### src/rtl/dsi_packet_assembler.sv
// DSI packet assembler for one data lane: builds short/long/dummy packets with
// header ECC and payload CRC-16 and feeds them byte-wise to the lane serializer.
module dsi_packet_assembler #(
  parameter logic [15:0] CRC_INIT       = 16'hFFFF,
  parameter logic [7:0]  UNDERFLOW_FILL = 8'h00
) (
  input  logic        clk_base,
  input  logic        reset,
  input  logic        pkt_start,
  output logic        pkt_ready,
  input  logic        pkt_long,
  input  logic        pkt_dummy,
  input  logic        pkt_hs,
  input  logic        pkt_last,
  input  logic [7:0]  pkt_data_id,
  input  logic [15:0] pkt_wc,
  input  logic [7:0]  pld_data,
  input  logic        pld_valid,
  output logic        pld_ready,
  input  logic        lane_data_request,
  output logic        lane_data_write,
  output logic [7:0]  lane_data_input,
  output logic        lane_data_type,
  output logic        lane_end_of_frame,
  output logic        lane_dummy_frame,
  output logic        busy,
  output logic        err_underflow
);

  localparam logic [3:0] S_IDLE  = 4'd0;
  localparam logic [3:0] S_H0    = 4'd1;
  localparam logic [3:0] S_H1    = 4'd2;
  localparam logic [3:0] S_H2    = 4'd3;
  localparam logic [3:0] S_H3    = 4'd4;
  localparam logic [3:0] S_PLD   = 4'd5;
  localparam logic [3:0] S_CRC0  = 4'd6;
  localparam logic [3:0] S_CRC1  = 4'd7;
  localparam logic [3:0] S_DUMMY = 4'd8;

  logic [3:0]  state, state_nxt;
  logic [7:0]  di_q;
  logic [15:0] wc_q;
  logic        long_q, hs_q, last_q;
  logic [15:0] cnt_q;
  logic [15:0] crc_q;
  logic        err_q;
  logic        accept;
  logic [23:0] hdr;
  logic [7:0]  ecc;
  logic [7:0]  pld_byte;

  // CRC-16/CCITT, reflected polynomial, one byte LSB-first
  function automatic logic [15:0] crc16_byte(input logic [15:0] crc, input logic [7:0] b);
    logic [15:0] c;
    c = crc;
    for (int i = 0; i < 8; i++) begin
      if (c[0] ^ b[i]) c = (c >> 1) ^ 16'h8408;
      else             c = c >> 1;
    end
    return c;
  endfunction

  assign busy            = (state != S_IDLE);
  assign pkt_ready       = (state == S_IDLE);
  assign accept          = pkt_start & pkt_ready;
  assign lane_data_write = lane_data_request & busy;
  assign pld_ready       = lane_data_write & (state == S_PLD);
  assign lane_data_type  = hs_q & busy;
  assign err_underflow   = err_q;
  assign pld_byte        = pld_valid ? pld_data : UNDERFLOW_FILL;

  // Header ECC: 6-bit Hamming over {WC, DI}
  assign hdr    = {wc_q, di_q};
  assign ecc[0] = hdr[0]^hdr[1]^hdr[2]^hdr[4]^hdr[5]^hdr[7]^hdr[10]^hdr[11]^hdr[13]^hdr[16]^hdr[20]^hdr[21]^hdr[22]^hdr[23];
  assign ecc[1] = hdr[0]^hdr[1]^hdr[3]^hdr[4]^hdr[6]^hdr[8]^hdr[10]^hdr[12]^hdr[14]^hdr[17]^hdr[20]^hdr[21]^hdr[22]^hdr[23];
  assign ecc[2] = hdr[0]^hdr[2]^hdr[3]^hdr[5]^hdr[6]^hdr[9]^hdr[11]^hdr[12]^hdr[15]^hdr[18]^hdr[20]^hdr[21]^hdr[22];
  assign ecc[3] = hdr[1]^hdr[2]^hdr[3]^hdr[7]^hdr[8]^hdr[9]^hdr[13]^hdr[14]^hdr[15]^hdr[19]^hdr[20]^hdr[21]^hdr[23];
  assign ecc[4] = hdr[4]^hdr[5]^hdr[6]^hdr[7]^hdr[8]^hdr[9]^hdr[16]^hdr[17]^hdr[18]^hdr[19]^hdr[20]^hdr[22]^hdr[23];
  assign ecc[5] = hdr[10]^hdr[11]^hdr[12]^hdr[13]^hdr[14]^hdr[15]^hdr[16]^hdr[17]^hdr[18]^hdr[19]^hdr[21]^hdr[22]^hdr[23];
  assign ecc[7:6] = 2'b00;

  always_ff @(posedge clk_base or posedge reset) begin
    if (reset) state <= S_IDLE;
    else       state <= state_nxt;
  end

  // Next state and lane byte decode; advances only on transferred bytes
  always_comb begin
    state_nxt         = state;
    lane_data_input   = 8'h00;
    lane_end_of_frame = 1'b0;
    lane_dummy_frame  = 1'b0;
    case (state)
      S_IDLE: begin
        if (pkt_start) state_nxt = pkt_dummy ? S_DUMMY : S_H0;
      end
      S_H0: begin
        lane_data_input = di_q;
        if (lane_data_write) state_nxt = S_H1;
      end
      S_H1: begin
        lane_data_input = wc_q[7:0];
        if (lane_data_write) state_nxt = S_H2;
      end
      S_H2: begin
        lane_data_input = wc_q[15:8];
        if (lane_data_write) state_nxt = S_H3;
      end
      S_H3: begin
        lane_data_input   = ecc;
        lane_end_of_frame = last_q & ~long_q;
        if (lane_data_write) begin
          if (!long_q)             state_nxt = S_IDLE;
          else if (wc_q != 16'd0)  state_nxt = S_PLD;
          else                     state_nxt = S_CRC0;
        end
      end
      S_PLD: begin
        lane_data_input = pld_byte;
        if (lane_data_write && cnt_q == 16'd1) state_nxt = S_CRC0;
      end
      S_CRC0: begin
        lane_data_input = crc_q[7:0];
        if (lane_data_write) state_nxt = S_CRC1;
      end
      S_CRC1: begin
        lane_data_input   = crc_q[15:8];
        lane_end_of_frame = last_q;
        if (lane_data_write) state_nxt = S_IDLE;
      end
      S_DUMMY: begin
        lane_dummy_frame  = 1'b1;
        lane_end_of_frame = 1'b1;
        if (lane_data_write) state_nxt = S_IDLE;
      end
      default: state_nxt = S_IDLE;
    endcase
  end

  // Request latch, payload counter, CRC and underflow flag
  always_ff @(posedge clk_base or posedge reset) begin
    if (reset) begin
      di_q   <= 8'h00;
      wc_q   <= 16'h0000;
      long_q <= 1'b0;
      hs_q   <= 1'b0;
      last_q <= 1'b0;
      cnt_q  <= 16'h0000;
      crc_q  <= 16'h0000;
      err_q  <= 1'b0;
    end else begin
      if (accept) begin
        di_q   <= pkt_data_id;
        wc_q   <= pkt_wc;
        long_q <= pkt_long & ~pkt_dummy;
        hs_q   <= pkt_hs;
        last_q <= pkt_last;
        err_q  <= 1'b0;
      end
      if (lane_data_write) begin
        if (state == S_H3 && long_q) begin
          crc_q <= CRC_INIT;
          cnt_q <= wc_q;
        end
        if (state == S_PLD) begin
          crc_q <= crc16_byte(crc_q, pld_byte);
          cnt_q <= cnt_q - 16'd1;
          if (!pld_valid) err_q <= 1'b1;
        end
      end
    end
  end

endmodule

### config.mk
export PLATFORM = sky130hd
export DESIGN_NAME = dsi_packet_assembler
export DESIGN_NICKNAME = d
export VERILOG_FILES = /design/src/rtl/dsi_packet_assembler.sv
export SDC_FILE = /design/constraint.sdc
export NUM_CORES = 1
export LEC_CHECK = 0
export CAP_MARGIN = 40
export CELL_PAD_IN_SITES_DETAIL_PLACEMENT = 0
export CELL_PAD_IN_SITES_GLOBAL_PLACEMENT = 1
export CORE_ASPECT_RATIO = 1.4
export CORE_UTILIZATION = 44
export DETAILED_ROUTE_END_ITERATION = 7
export PLACE_DENSITY = 0.89
export REMOVE_ABC_BUFFERS = 1
export SLEW_MARGIN = 20
export SYNTH_ARGS = -nofsm -noshare
export SYNTH_HDL_FRONTEND = slang
export SYNTH_SLANG_ARGS = --single-unit
### constraint.sdc
create_clock -name clk_base -period 2.7 [get_ports clk_base]
set_input_delay 0.54 -clock clk_base [delete_from_list [all_inputs] [get_ports clk_base]]
set_output_delay 0.54 -clock clk_base [all_outputs]
set_load 0.03 [all_outputs]
==> flow_summary.json <==
{
  "outcome": "finished with violations",
  "violations": "negative setup slack",
  "wl_per_cell_um": 18.8,
  "holdBufCountCts": 0,
  "dieArea_um2": 10400,
  "rows": 42,
  "cts_root_buf": "clkbuf_16",
  "num_vias": 3662,
  "p_per_area_nw_per_um2": 1660,
  "insertion_delay_ns": 0.34,
  "fillers": 813,
  "hp-class": "reg2reg",
  "synth-xor-area-share_pct": 19.5,
  "num_antenna_cells": 0,
  "ys_seq_elements": 64,
  "synthAdderAreaFrac_pct": 0.852,
  "dieWidth_um": 86.6,
  "period_share_pct": 105,
  "crit_arrival_ns": 2.30,
  "synthSimpleGateAreaFrac_pct": 13.4,
  "io_buffers": 56,
  "clkSlewWorstSetupHoldPaths_ns": 0.05,
  "setup_violations": 3,
  "antenna_found_initial": 0,
  "worstSetupPathType": "reg2out",
  "muxShareOfSynthArea_pct": 10.3,
  "syn_area_um2": 4400,
  "critPathCaptureType": "primary output",
  "first_pass_iters": 5,
  "dp_hpwl_um": 8590,
  "crit_path_max_fanout": 3,
  "placed_cells": 605,
  "grt_use_total_pct": 24.0,
  "layout-drive-gt1-share_pct": 23.0,
  "synth_compound_area_share_pct": 15.6,
  "synth_top_family_by_area": "XOR/XNOR gates",
  "cts.sinks": 64,
  "grt_pass1_vias": 3633,
  "tritoncts": "done",
  "grt.overflow.total": 0,
  "required_ns": 2.16,
  "max_freq_mhz": 352,
  "layout_setup_ws_ns": -0.141,
  "design_area_um2": 5710,
  "dpl-instance-area_um2": 5220,
  "numCtsBuffers": 9,
  "drv_cap": 0,
  "hold-worst-slack_ns": 0.494,
  "drc": 0,
  "fin_nets": 539,
  "synth_area_leaders": "dfrtp_1 (36%), xnor3_1 (9.2%), mux2_2 (6.9%)",
  "synthCells": 420,
  "clockBufferDepth": 2,
  "ant_nets": 0,
  "gp_congestion": 0.906,
  "power_leakage_nw": 2.45,
  "synth_top_area_cell": "dfrtp_1",
  "peakVddDrop_v": 0.000831,
  "rsz0062_at_grt": "yes",
  "final_cells": 632,
  "max-slew-margin-rel_pct": 61.4,
  "grt_pass1_wl_um": 18900,
  "synth_edf_count": 0,
  "worst_setup_path_start_kind": "flop",
  "hold_viol": 0,
  "initial_core_util_pct": 46.0,
  "yosys_most_used_dff": "dfrtp_1",
  "drv_slew": 0,
  "tightestPinTransition_ns": 0.574,
  "synth-warning-count": 0,
  "yosysUniqueCellTypes": 56,
  "drt_iter0_drc": 268,
  "synth.avg_cell_area_um2": 10.5,
  "core_area_um2": 9560,
  "synthArstFlopShare_pct": 100,
  "finalClockSkew_ns": 0.00369,
  "ys_seq_area_share_pct": 36.4,
  "syn2layout_area_growth_pct": 29.6,
  "ios": 57,
  "fp.dieH_um": 120,
  "totalWireLength_um": 11900,
  "place_ws_ns": 0.150,
  "grt_max_degree": 65,
  "htreeDepth": 3,
  "synth_top_area_share_pct": 36.4,
  "final.min_clock_period_ns": 2.84,
  "viasPerCell": 5.79
}
-- report_power, final --
group / switching (mW) / internal (mW) / leakage (nW)
clock: 0.419 / 0.832 / 0.154
sequential: 0.698 / 1.44 / 0.747
combinational: 2.52 / 3.54 / 1.55
total: 3.64 / 5.81 / 2.45
-- sequential cells by signal, summed over array words and instances (netlist names) --
signal	count
long_q	1
wc_q	16
last_q	1
cnt_q	16
hs_q	1
state	4
crc_q	16
err_underflow	1
di_q	8
-- logic make-up (layout without fill, tap and decap cells) --
| family | after synthesis | in the layout |
|---|---|---|
| simple gates | 109 | 109 |
| compound gates | 101 | 101 |
| flops | 64 | 64 |
| xor+xnor | 63 | 63 |
| buf+inv | 42 | 122 |
| mux | 38 | 38 |
| fa+ha+maj | 3 | 3 |
-- worst max-delay path, stage by stage (launching register included) --
cell and delay (ns):
dfrtp_2 0.42, xnor3_1 0.38, xnor2_2 0.23, xnor3_1 0.40
o211ai_1 0.32, clkbuf_16 0.22
-- worst paths after layout --
path / from / endpoint / slack [ns] / cells past startpoint
setup / recovery: di_q[0] / lane_data_input[1] / -0.14 / 5
hold / removal: hs_q / hs_q / 0.49 / 1
setup reg to reg: cnt_q[4] / state[0] / 0.59 / 4
hold reg to reg: hs_q / hs_q / 0.49 / 1
max in group asynchronous: reset / state[2] / 1.79 / 3
min in group asynchronous: reset / di_q[6] / 0.59 / 3
-- stage by stage --
stage | utilization, % | power (mW) | setup TNS [ns]
6_report | 59.7 | 9.45 | -0.366
5_1_grt | 59.7 | 9.92 | -0.714
4_1_cts | 58.2 | 9.14 | -0.497
3_5_place_dp | 54.5 | 7.72 | 0
3_3_place_gp | 54.5 | 7.59 | 0
2_1_floorplan | - | 6.11 | -1.23
-- cell type report --
cell class | instances | area (um2) | share of cell area (%)
Multi-Input combinational cell | 314 | 2680 | 46.9
Sequential cell | 64 | 1610 | 28.2
Timing Repair Buffer | 95 | 900 | 15.8
Clock buffer | 13 | 250 | 4.38
Tap cell | 132 | 165 | 2.89
Clock inverter | 3 | 65.1 | 1.14
Inverter | 11 | 41.3 | 0.723
-- metal layers --
metal / up-vias / routed length, um / GRT usage [%]
li1: 1697 / - / -
met1: 1841 / 4790 / 28.1
met4: 0 / 411 / 12.0
met2: 94 / 6260 / 41.9
met5: - / 0 / 0
met3: 30 / 422 / 4.03
-- synthesized netlist by cell type, types with 11 or more instances --
master / number
xnor3_1: 18
nand2_1: 24
o21ai_0: 21
xor2_1: 19
mux2_2: 27
clkbuf_1: 11
buf_2: 15
xnor2_1: 21
dfrtp_1: 64
nor3_1: 11
inv_1: 11
a21oi_1: 27
nor2_1: 24
-- cells in the final DEF (no fill, tap or decap), types with 11 or more instances in the layout --
master,Yosys,final
xnor3_1,18,17
nor3_1,11,11
a21oi_1,27,27
clkdlybuf4s50_1,0,43
mux2_2,27,27
buf_4,0,40
dfrtp_1,64,57
o21ai_0,21,20
nand2_1,24,24
xor2_1,19,18
nor2_1,24,24
xnor2_1,21,16
-- timing repair --
action                     4_1_cts  5_1_grt
setup buffers                    1        9
setup endpoints to repair       11       11
resized for setup                9       17
pin swaps                        1        9
No activity file was read; power rests on OpenSTA's default activity.
